--- config.mk ---
export PLATFORM = sky130hd
export DESIGN_NAME = bram_pixel_streamer_flat
export DESIGN_NICKNAME = d
export VERILOG_FILES = /design/src/rtl/pixel_pkg.sv /design/src/rtl/bram_pixel_streamer_if.sv /design/src/rtl/pixel_skid_buf.sv /design/src/rtl/bram_pixel_streamer.sv /design/src/flat_wrapper.sv
export SDC_FILE = /design/constraint.sdc
export NUM_CORES = 1
export LEC_CHECK = 0
export CELL_PAD_IN_SITES_DETAIL_PLACEMENT = 1
export CELL_PAD_IN_SITES_GLOBAL_PLACEMENT = 2
export CORE_UTILIZATION = 33
export DETAILED_ROUTE_END_ITERATION = 7
export PLACE_DENSITY = 0.82
export REMOVE_ABC_BUFFERS = 1
export SLEW_MARGIN = 40
export SYNTH_ARGS = -nofsm -noshare
export SYNTH_HDL_FRONTEND = slang
export SYNTH_SLANG_ARGS = --single-unit
--- constraint.sdc ---
create_clock -name clk -period 4.5 [get_ports clk]
set_clock_uncertainty 0.15 [all_clocks]
set_input_delay 1.35 -clock clk [delete_from_list [all_inputs] [get_ports clk]]
set_output_delay 1.35 -clock clk [all_outputs]
set_load 0.05 [all_outputs]
--- src/rtl/pixel_pkg.sv ---
// Shared types and widths for the BRAM pixel streaming path.
package pixel_pkg;
  localparam int ADDR_W = 8;
  localparam int DATA_W = 16;

  typedef struct packed {
    logic [4:0] r;
    logic [5:0] g;
    logic [4:0] b;
  } rgb565_t;

  typedef enum logic [1:0] {IDLE, RUN, DRAIN} stream_state_t;
endpackage

--- src/rtl/bram_pixel_streamer_if.sv ---
// BRAM read port plus valid/ready pixel stream seen by the streamer.
interface bram_pixel_streamer_if #(
  parameter int ADDR_W = pixel_pkg::ADDR_W,
  parameter int DATA_W = pixel_pkg::DATA_W
);
  logic [ADDR_W-1:0] mem_raddr;
  logic              mem_ren;
  logic [DATA_W-1:0] mem_rdata;
  logic [DATA_W-1:0] px_data;
  logic              px_valid;
  logic              px_ready;

  modport master (
    output mem_raddr, mem_ren, px_data, px_valid,
    input  mem_rdata, px_ready
  );
  modport slave (
    input  mem_raddr, mem_ren, px_data, px_valid,
    output mem_rdata, px_ready
  );
endinterface

--- src/rtl/pixel_skid_buf.sv ---
// Two-entry synchronous FIFO with occupancy and registered head output.
module pixel_skid_buf #(
  parameter int DATA_W = 16
) (
  input  logic              clk,
  input  logic              rst_n,
  input  logic              push,
  input  logic [DATA_W-1:0] din,
  input  logic              pop,
  output logic [DATA_W-1:0] head,
  output logic [1:0]        occ
);
  logic [1:0][DATA_W-1:0] r_mem;
  logic                   r_wp;
  logic                   r_rp;
  logic [1:0]             r_occ;
  logic                   w_push;
  logic                   w_pop;

  assign w_pop  = pop && (r_occ != 2'd0);
  // A full buffer still accepts a push when the head leaves in the same cycle.
  assign w_push = push && ((r_occ != 2'd2) || w_pop);

  always_ff @(posedge clk or negedge rst_n) begin
    if (!rst_n) begin
      r_mem <= '0;
      r_wp  <= 1'b0;
      r_rp  <= 1'b0;
      r_occ <= 2'd0;
    end else begin
      if (w_push) begin
        r_mem[r_wp] <= din;
        r_wp        <= ~r_wp;
      end
      if (w_pop) r_rp <= ~r_rp;
      case ({w_push, w_pop})
        2'b10:   r_occ <= r_occ + 1'b1;
        2'b01:   r_occ <= r_occ - 1'b1;
        default: r_occ <= r_occ;
      endcase
    end
  end

  assign head = r_mem[r_rp];
  assign occ  = r_occ;
endmodule

--- src/rtl/bram_pixel_streamer.sv ---
// Streams a run of BRAM pixels out as valid/ready; define
// BRAM_PIXEL_STREAMER_SWAP_EN to byte-swap each pixel on output.
module bram_pixel_streamer #(
  parameter int ADDR_W = pixel_pkg::ADDR_W,
  parameter int DATA_W = pixel_pkg::DATA_W
) (
  input  logic                clk,
  input  logic                rst_n,
  input  logic                start,
  input  logic [ADDR_W-1:0]   base_addr,
  input  logic [ADDR_W:0]     count,
  output logic                busy,
  output logic                done,
  bram_pixel_streamer_if.master bus
);
  import pixel_pkg::*;

  stream_state_t     r_state, w_nstate;
  logic [ADDR_W-1:0] r_addr;
  logic [ADDR_W:0]   r_left;
  logic              r_infl;
  logic              r_zero_done;

  logic              w_ren;
  logic [ADDR_W-1:0] w_raddr;
  logic              w_drain_done;
  logic              w_pop;
  logic              w_credit;
  logic              w_launch;
  logic [1:0]        w_occ;
  logic [DATA_W-1:0] w_head;

  assign w_pop    = bus.px_valid && bus.px_ready;
  assign w_launch = (r_state == IDLE) && start && (count != '0);
  // The slot vacated by this cycle's handshake counts as free, which is what
  // lets the 2-entry loop sustain one pixel per clock.
  assign w_credit = ({1'b0, w_occ} + {2'b00, r_infl}) < (3'd2 + {2'b00, w_pop});

  always_comb begin
    w_nstate     = r_state;
    w_ren        = 1'b0;
    w_raddr      = r_addr;
    w_drain_done = 1'b0;
    case (r_state)
      IDLE: begin
        // First read goes out in the start cycle, straight from base_addr.
        if (w_launch) begin
          w_ren    = 1'b1;
          w_raddr  = base_addr;
          w_nstate = RUN;
        end
      end
      RUN: begin
        if ((r_left != '0) && w_credit) w_ren = 1'b1;
        if ((r_left == '0) || (w_ren && (r_left == 1))) w_nstate = DRAIN;
      end
      DRAIN: begin
        if ((w_occ == 2'd0) && !r_infl) begin
          w_drain_done = 1'b1;
          w_nstate     = IDLE;
        end
      end
      default: w_nstate = IDLE;
    endcase
  end

  always_ff @(posedge clk or negedge rst_n) begin
    if (!rst_n) begin
      r_state     <= IDLE;
      r_addr      <= '0;
      r_left      <= '0;
      r_infl      <= 1'b0;
      r_zero_done <= 1'b0;
    end else begin
      r_state     <= w_nstate;
      r_infl      <= w_ren;
      r_zero_done <= (r_state == IDLE) && start && (count == '0);
      if (w_launch) begin
        r_addr <= base_addr + 1'b1;
        r_left <= count - 1'b1;
      end else if (w_ren) begin
        r_addr <= r_addr + 1'b1;
        r_left <= r_left - 1'b1;
      end
    end
  end

  pixel_skid_buf #(.DATA_W(DATA_W)) u_skid (
    .clk   (clk),
    .rst_n (rst_n),
    .push  (r_infl),
    .din   (bus.mem_rdata),
    .pop   (w_pop),
    .head  (w_head),
    .occ   (w_occ)
  );

  assign bus.mem_ren   = w_ren;
  assign bus.mem_raddr = w_raddr;
  assign bus.px_valid  = (w_occ != 2'd0);
`ifdef BRAM_PIXEL_STREAMER_SWAP_EN
  assign bus.px_data   = {w_head[DATA_W/2-1:0], w_head[DATA_W-1:DATA_W/2]};
`else
  assign bus.px_data   = w_head;
`endif

  assign done = r_zero_done || w_drain_done;
  assign busy = (r_state != IDLE) && !w_drain_done;
endmodule

--- src/flat_wrapper.sv ---
// flat-port wrapper written by rule: the top's interface ports become plain ports
module bram_pixel_streamer_flat import pixel_pkg::*;
#(
  parameter int ADDR_W = pixel_pkg::ADDR_W,
  parameter int DATA_W = pixel_pkg::DATA_W
)
  (clk, rst_n, start, base_addr, count, busy, done, bus_mem_raddr, bus_mem_ren, bus_px_data, bus_px_valid, bus_mem_rdata, bus_px_ready);
  bram_pixel_streamer_if #(.ADDR_W(ADDR_W), .DATA_W(DATA_W)) bus_i ();
  input  logic clk;
  input  logic rst_n;
  input  logic start;
  input  logic [ADDR_W-1:0] base_addr;
  input  logic [ADDR_W:0] count;
  output logic busy;
  output logic done;
  output wire logic [$bits(bus_i.mem_raddr)-1:0] bus_mem_raddr;
  output wire logic [$bits(bus_i.mem_ren)-1:0] bus_mem_ren;
  output wire logic [$bits(bus_i.px_data)-1:0] bus_px_data;
  output wire logic [$bits(bus_i.px_valid)-1:0] bus_px_valid;
  input wire logic [$bits(bus_i.mem_rdata)-1:0] bus_mem_rdata;
  input wire logic [$bits(bus_i.px_ready)-1:0] bus_px_ready;
  assign bus_mem_raddr = bus_i.mem_raddr;
  assign bus_mem_ren = bus_i.mem_ren;
  assign bus_px_data = bus_i.px_data;
  assign bus_px_valid = bus_i.px_valid;
  assign bus_i.mem_rdata = bus_mem_rdata;
  assign bus_i.px_ready = bus_px_ready;
  bram_pixel_streamer #(.ADDR_W(ADDR_W), .DATA_W(DATA_W)) u_core (.clk(clk), .rst_n(rst_n), .start(start), .base_addr(base_addr), .count(count), .busy(busy), .done(done), .bus(bus_i));
endmodule
# After elaboration in Yosys (flattened, before gate mapping)
# Index checks and enable logic that the tools add are counted.
# totals
regBits	57
input_bits	37
out_inout_bits	28
word_cells	82
# op_classes
n_addsub	8
order_cmp	4
n_eq_ne	9
muxes	22
bitwise	2
n_reduce_logical	27
# ops
operator	count
$mux W16	3
$bwmux W32	1
$mux W8	4
$logic_not A9 Y1	2
$mux W9	2
$reduce_bool A9 Y1	2
$sub A9 B1 Y9 const B	2
$add A8 B1 Y8 const B	2
$demux W16 S1	1
$logic_and A1 B1 Y1	11
$eq A9 B1 Y1 const B	1
$reduce_bool A2 Y1	4
$mux W2	3
$ne A2 B1 Y1 const B	3
$pmux W2 S3	1
$mux W1	5
$eq A2 B1 Y1 const B	2
$eq A2 B2 Y1 const B	2
$logic_not A2 Y1	2
$lt A1 B2 Y1 const B	2
$pmux W2 S2	1
$add A2 B1 Y3	1
$add A2 B1 Y3 const A	1
$logic_or A1 B1 Y1	3
other kinds (9)	11

# Depth between registers and ports, before layout
# Gate-level depths: netlist of run 1.
# depth
depth_word	11
depth_mapped	8
depth_no_buf	7

# Cells and area by module
# A second synthesis of run 1 with hierarchy kept.
# unflattened
hier_cells	292
area_unflattened_um2	3279.4
# modules_own_cells
module	instances	cells_per_inst	area_each_um2	seq_area_each_um2
pixel_skid_buf	1	101	1645.3	900.9
bram_pixel_streamer	1	191	1634.1	525.5

# Least setup slack after synthesis of run 1
# No wires, ideal clock.
# synth_timing
path_kind	input to output
startpoint	input port count[0]
endpoint	output port bus_mem_raddr[4]
arrival_time_ns	3.307
required_ns	3.000
path_slack_ns	-0.307
cell_stages	7
n_path_buf	1
cell_sequence	inv_1 > ha_1 > nor3b_2 > nand3_1 > o21ai_2 > clkbuf_1 > o21ai_0
# synth_via
elab_chain_len	4
# synth_lines
item	line_no	rtl
from (decl)	flat_wrapper.sv:13	input logic [ADDR_W:0] count;
$reduce_bool A9 Y1	bram_pixel_streamer.sv:34	assign w_launch = (r_state == IDLE) && start && (count != '0);
$logic_and A1 B1 Y1	bram_pixel_streamer.sv:34	
$mux W8	bram_pixel_streamer.sv:47	if (w_launch) begin
$mux W8	bram_pixel_streamer.sv:44	case (r_state)
to (decl)	flat_wrapper.sv:16	output wire logic [$bits(bus_i.mem_raddr)-1:0] bus_mem_raddr;
# Every way passes these cells.

# Worst setup path in the final report of run 1
# layout_timing
startpoint	input port count[5]
endpoint	output port bus_mem_raddr[2]
# The elaborated chain is that of the path after synthesis.

==> results of run 1 <==
==> flip-flops by register name, summed over array words and instances (netlist names) <==
signal,flops
u_core.r_left,9
u_core.r_addr,8
u_core.u_skid.r_rp,1
u_core.u_skid.r_wp,1
u_core.r_infl,1
u_core.u_skid.occ,2
u_core.r_state,2
u_core.r_zero_done,1
u_core.u_skid.r_mem,32
==> path summary, 6_finish.rpt <==
path	depth (start not counted)	to	startpoint
setup / recovery	9	bus_mem_raddr[2]	count[5]
min in group asynchronous	1	u_core.u_skid.r_mem[13]	rst_n
hold reg to reg	1	u_core.u_skid.r_mem[12]	u_core.u_skid.r_mem[12]
max in group asynchronous	2	u_core.r_addr[0]	rst_n
setup reg to reg	8	u_core.r_left[1]	u_core.r_left[0]
hold / removal	1	u_core.u_skid.r_mem[12]	u_core.u_skid.r_mem[12]
==> cell families (layout without fill, tap and decap cells) <==
kind of cell | Yosys count | count (layout) | share of synthesized area, %
buffers and inverters | 21 | 122 | 2.68
muxes | 49 | 49 | 17.4
DFF | 57 | 57 | 45.0
AOI/OAI and AO/OA | 37 | 37 | 8.60
adders and majority gates | 7 | 7 | 2.76
and+or+nand+nor | 102 | 102 | 16.4
xor gates and xnor gates | 26 | 26 | 7.18
==> layout by cell type, fill, tap and decap left out, types with 6 or more instances in the layout <==
cell type / n
xnor2_1: 12
buf_12: 10
ha_1: 6
nor2_1: 16
inv_1: 8
nand4_1: 9
clkdlybuf4s50_1: 50
clkbuf_8: 11
mux2_2: 28
nand2_2: 9
nand2_1: 28
dfrtp_1: 57
o21ai_0: 7
nand3_1: 7
xor2_1: 14
buf_4: 29
mux2_1: 20
==> power groups by stage <==
stage | clock network, mW | logic, mW | registers (mW)
floorplan | 0 | 1.51 | 0.940
global placement | 0 | 2.26 | 0.994
detailed placement | 0 | 2.31 | 1.02
CTS | 0.501 | 2.37 | 1.01
global route | 0.526 | 2.53 | 1.05
finish | 0.488 | 2.36 | 1.01
==> critical path: stages <==
cell and delay (ns):
clkdlybuf4s50_1 0.46, nor2_1 0.20, nand3_2 0.13, o21ai_4 0.21, buf_12 0.15, buf_4 0.11, nand2_1 0.05, nand2_2 0.09
buf_12 0.13
==> through the flow <==
step                      hold slack, ns  std cells  setup WS (ns)  utilization [%]  instance area, µm²
final                              0.332        529         0.0979             49.3                4580
after floorplan                    0.304        289         -0.260                -                3130
after global placement             0.313        507        -0.0457             45.3                4200
after CTS                          0.336        528        0.00712             48.7                4520
after detailed placement           0.322        507         -0.163             45.3                4210
after global routing               0.354        529         0.0240             49.3                4580
==> per-layer routing <==
layer  wire [µm]  up-vias  part of all wire (%)  GRT usage (%)
met5           0        -                     0              0
met4         106        0                   1.3           6.35
met3         330       11                   3.9           4.81
met2        4180       64                    50           30.3
met1        3790     1298                    45           22.2
li1            -     1263                     -              -
==> cell type report <==
type,count,area share (%)
clock inverter,3,0.875
tap,129,3.53
multi-input combinational,221,38.1
timing repair buffer,96,22.1
sequential,57,31.2
inverter,11,0.902
clock buffer,12,3.39
==> repair_timing <==
| action | CTS | global route |
|---|---|---|
| buffers inserted | 5 | 1 |
| gates cloned | 1 | 0 |
| pin swaps | 4 | 6 |
| setup endpoints to repair | 9 | 9 |
| gates resized for setup | 15 | 15 |
==> results.json, run 1 <==
{
  "status": "finished clean",
  "nets": 440,
  "switching_share_pct": 45.7,
  "vias": 2636,
  "ys.warnings.count": 0,
  "ys_seq_area_share_pct": 45.0,
  "area_growth_pct": 44.3,
  "syn-cell-area_um2": 3170,
  "fp.dieW_um": 100,
  "final.period_utilization_pct": 97.8,
  "hold_buffers": 0,
  "clk_pin_slew_ns": 0.06,
  "wire_per_inst_um": 15.9,
  "clk_latency_ns": 0.34,
  "place.gp.congestion": 0.753,
  "route.detailed.drc": 0,
  "end_kind": "output pin",
  "worstSetupPathType": "in -> out",
  "viasPerCell": 4.98,
  "cap_viol_max_count": 0,
  "cts.sinks": 57,
  "intPower_mw": 2.10,
  "cts_tree": "yes",
  "setup_tns_ns": 0,
  "synth-edff-count": 0,
  "synthFlopType": "dfrtp_1",
  "grt_max_degree": 47,
  "power_leakage_nw": 1.92,
  "tightest_slew_ns": 0.759,
  "drt_iter0_markers": 81,
  "synthCells": 299,
  "multi_input_area_um2": 1740,
  "synth.area.top_cells": "dfrtp_1 (45%), mux2_2 (9.9%), mux2_1 (7.1%)",
  "drtPass1Iterations": 4,
  "cts_buffers": 9,
  "port_buffers": 64,
  "rrSetupSlack_ns": 2.00,
  "cts.htree.levels": 3,
  "antenna_found_initial": 0,
  "die_area_um2": 10000,
  "post-route-min-period_ns": 4.40,
  "grt-ovfl-total": 0,
  "antenna_cells": 0,
  "cellPowerDensity_nw_per_um2": 844,
  "grt_pass1_wl_um": 13900,
  "seqPwrFrac_pct": 26.2,
  "core_um2": 9280,
  "pwr-share-comb_pct": 61.2,
  "fp-row-count": 35,
  "first_global_vias": 2892,
  "dieHeight_um": 100,
  "drive_gt1_share_pct": 28.2,
  "required_ns": 3.00,
  "clockRootBuffer": "clkbuf_8",
  "drv_slew": 0,
  "critPathLaunchType": "input pin",
  "clk_path_buf_depth": 2,
  "setup_viol": 0,
  "dp_hpwl_um": 5940,
  "synth_cell_type_count": 52,
  "seqCellArea_um2": 1430,
  "finalHoldViolations": 0,
  "synth_top_cell_by_area": "dfrtp_1",
  "ir_worst_vdd_v": 0.000328,
  "crit_fanout": 6,
  "routed_wirelength_um": 8400,
  "finalPower_mw": 3.86,
  "synth-seq-cells": 57,
  "switchingPower_mw": 1.77,
  "arrival_ns": 2.90,
  "max_freq_mhz": 227,
  "synth_area_per_cell_um2": 10.6,
  "synth_top_area_share_pct": 45.0,
  "grt_use_total_pct": 18.0,
  "synthArstFlopShare_pct": 100,
  "slew_headroom_pct": 49.3,
  "clkPwrFrac_pct": 12.7,
  "nFillCells": 1032,
  "ant_nets": 0,
  "yosysMostFrequentCell": "dfrtp_1",
  "ios": 65,
  "start_util_pct": 34.2,
  "rsz0062_at_grt": "no",
  "min_path_type": "reg -> reg",
  "synth_common_cells": "dfrtp_1 (57), nand2_1 (37), mux2_2 (28), mux2_1 (20), nor2_1 (16)"
}
Power figures use the tool's default switching activity.
==> inputs of run 2 (changes only) <==
--- a/config.mk
+++ b/config.mk
@@ -8,6 +8,7 @@
 export CELL_PAD_IN_SITES_DETAIL_PLACEMENT = 1
 export CELL_PAD_IN_SITES_GLOBAL_PLACEMENT = 2
 export CORE_UTILIZATION = 33
+export CTS_CLUSTER_DIAMETER = 30
 export DETAILED_ROUTE_END_ITERATION = 7
 export PLACE_DENSITY = 0.82
 export REMOVE_ABC_BUFFERS = 1
==> results of run 2 <==
The final DEF is identical to that of run 1; final timing and power are the same.
==> inputs of run 3 (changes only) <==
--- a/config.mk
+++ b/config.mk
@@ -12,7 +12,6 @@
 export DETAILED_ROUTE_END_ITERATION = 7
 export PLACE_DENSITY = 0.82
 export REMOVE_ABC_BUFFERS = 1
-export SLEW_MARGIN = 40
 export SYNTH_ARGS = -nofsm -noshare
 export SYNTH_HDL_FRONTEND = slang
 export SYNTH_SLANG_ARGS = --single-unit
==> results.json, run 3 (same netlist as run 1, synthesis figures left out) <==
{
  "tightest_slew_ns": 1.05,
  "arrival_ns": 2.90,
  "final.period_utilization_pct": 97.7,
  "instances_no_fill": 528,
  "holdWs_ns": 0.329,
  "place_inst": 507,
  "fp.dieW_um": 100,
  "viasPerCell": 4.99,
  "vias": 2635,
  "rsz0062_at_grt": "no",
  "grt_max_degree": 47,
  "slowest_stage": "clkdlybuf4s50_1",
  "max_freq_mhz": 227,
  "fin_ws_ns": 0.103,
  "clockRootBuffer": "clkbuf_8",
  "antenna_found_initial": 0,
  "clk_pin_slew_ns": 0.07,
  "top_regs": "u_core.u_skid.r_mem: 32 flops, u_core.r_left: 9 flops, u_core.r_addr: 8 flops",
  "ios": 65,
  "critPathLaunchType": "input pin",
  "max_stage_delay_ns": 0.46,
  "cap_viol_max_count": 0,
  "place.gp.congestion": 0.753,
  "final_common_cell": "dfrtp_1",
  "min_path_type": "reg -> reg",
  "worstSetupPathType": "in -> out",
  "cts.htree.levels": 3,
  "setup_viol": 0,
  "first_global_vias": 2827,
  "setup_tns_ns": 0,
  "grt_use_total_pct": 18.1,
  "fp-row-count": 35,
  "crit_fanout": 6,
  "cellPowerDensity_nw_per_um2": 845,
  "route.met3.wl_um": 304,
  "status": "finished clean",
  "route.detailed.drc": 0,
  "finalHoldViolations": 0,
  "end_kind": "output pin",
  "dieHeight_um": 100,
  "cts_buffers": 9,
  "antenna_cells": 0,
  "pre_cts_slack_ns": -0.162,
  "regMostFlops": "u_core.u_skid.r_mem",
  "cp_common_cell": "buf_12",
  "grt_pass1_wl_um": 13800,
  "dp_hpwl_um": 5920,
  "core_um2": 9280,
  "drt_iter0_markers": 71,
  "grt-ovfl-total": 0,
  "most-common-layout-cells": "dfrtp_1 (57), clkdlybuf4s50_1 (50), nand2_1 (29)",
  "routed.top_layer": "met4",
  "cp_cell_sequence": "clkdlybuf4s50_1 > nor3b_2 > buf_4 > o21ai_4 > buf_12 > o21ai_0 > buf_12",
  "clk_latency_ns": 0.34,
  "power_leakage_nw": 1.91,
  "wl_met1_um": 3850,
  "cts.sinks": 57,
  "met2_length_um": 4120,
  "area_growth_pct": 43.6,
  "cts_tree": "yes",
  "post-route-min-period_ns": 4.40,
  "die_area_um2": 10000,
  "drv_slew": 0,
  "ant_nets": 0,
  "clk_path_buf_depth": 2,
  "slew_headroom_pct": 30.3,
  "routed_wirelength_um": 8440,
  "nets": 439,
  "wire_per_inst_um": 16.0,
  "start_util_pct": 34.2,
  "ir_worst_vdd_v": 0.000343,
  "largest_register_ffs": 32,
  "drtPass1Iterations": 4,
  "drive_gt1_share_pct": 27.8,
  "required_ns": 3.00,
  "port_buffers": 64,
  "finish.utilization_pct": 49.0
}
-- run 3: cell types whose count changed in the layout (fill, tap and decap cells not counted) --
cell	before	now
nor3b_2	0	1
buf_4	29	28
nor3b_4	2	1
nand2_1	28	29
buf_2	0	1
buf_6	2	1
nand2_2	9	8
-- run 3: layout make-up --
cell class / count / area (µm²)
Fill cell: 1030 / 4730
Tap cell: 129 / 161
Multi-Input combinational cell: 221 / 1730
Clock buffer: 12 / 155
Inverter: 11 / 41.3
Timing Repair Buffer: 95 / 996
Clock inverter: 3 / 40.0
Sequential cell: 57 / 1430
-- run 3: stage by stage --
stage	power [mW]	instance area (µm²)
3_3_place_gp	3.26	4200
3_5_place_dp	3.32	4200
6_report	3.85	4550
4_1_cts	3.87	4510
5_1_grt	4.09	4550
2_1_floorplan	2.46	3130
-- run 3: where the power goes --
part	switching (mW)	internal, mW	leakage, nW	total [mW]
Sequential	0.233	0.774	0.672	1.01
Clock	0.209	0.281	0.102	0.490
Combinational	1.31	1.03	1.14	2.35
-- run 3: worst max-delay path: cells and delay by family --
kind	cells	cell delay (ns)
and+or+nand+nor	1	0.21
AOI/OAI and AO/OA	2	0.36
buffers and inverters	4	0.97
-- run 3: routing by layer --
layer	GRT usage, %	vias to the layer above
li1	-	1261
met1	22.0	1297
met2	30.8	63
met3	4.39	14
met4	7.47	0
met5	0	-
-- run 3: what timing repair did --
action | CTS | global route
cloned | 1 | 0
hold buffers | 0 | 0
resized for setup | 16 | 11
buffers inserted | 4 | 1
endpoints found under the setup margin | 9 | 9
pin swaps | 5 | 6
-- run 3: final timing paths --
kind,startpoint,to,slack [ns],cells after the start
min,u_core.u_skid.r_mem[13],u_core.u_skid.r_mem[13],0.33,1
min reg2reg,u_core.u_skid.r_mem[13],u_core.u_skid.r_mem[13],0.33,1
max in group asynchronous,rst_n,u_core.r_addr[0],2.40,2
min in group asynchronous,rst_n,u_core.u_skid.r_mem[13],1.03,1
max reg2reg,u_core.r_left[0],u_core.r_left[1],2.01,8
max,start,bus_mem_raddr[4],0.10,7
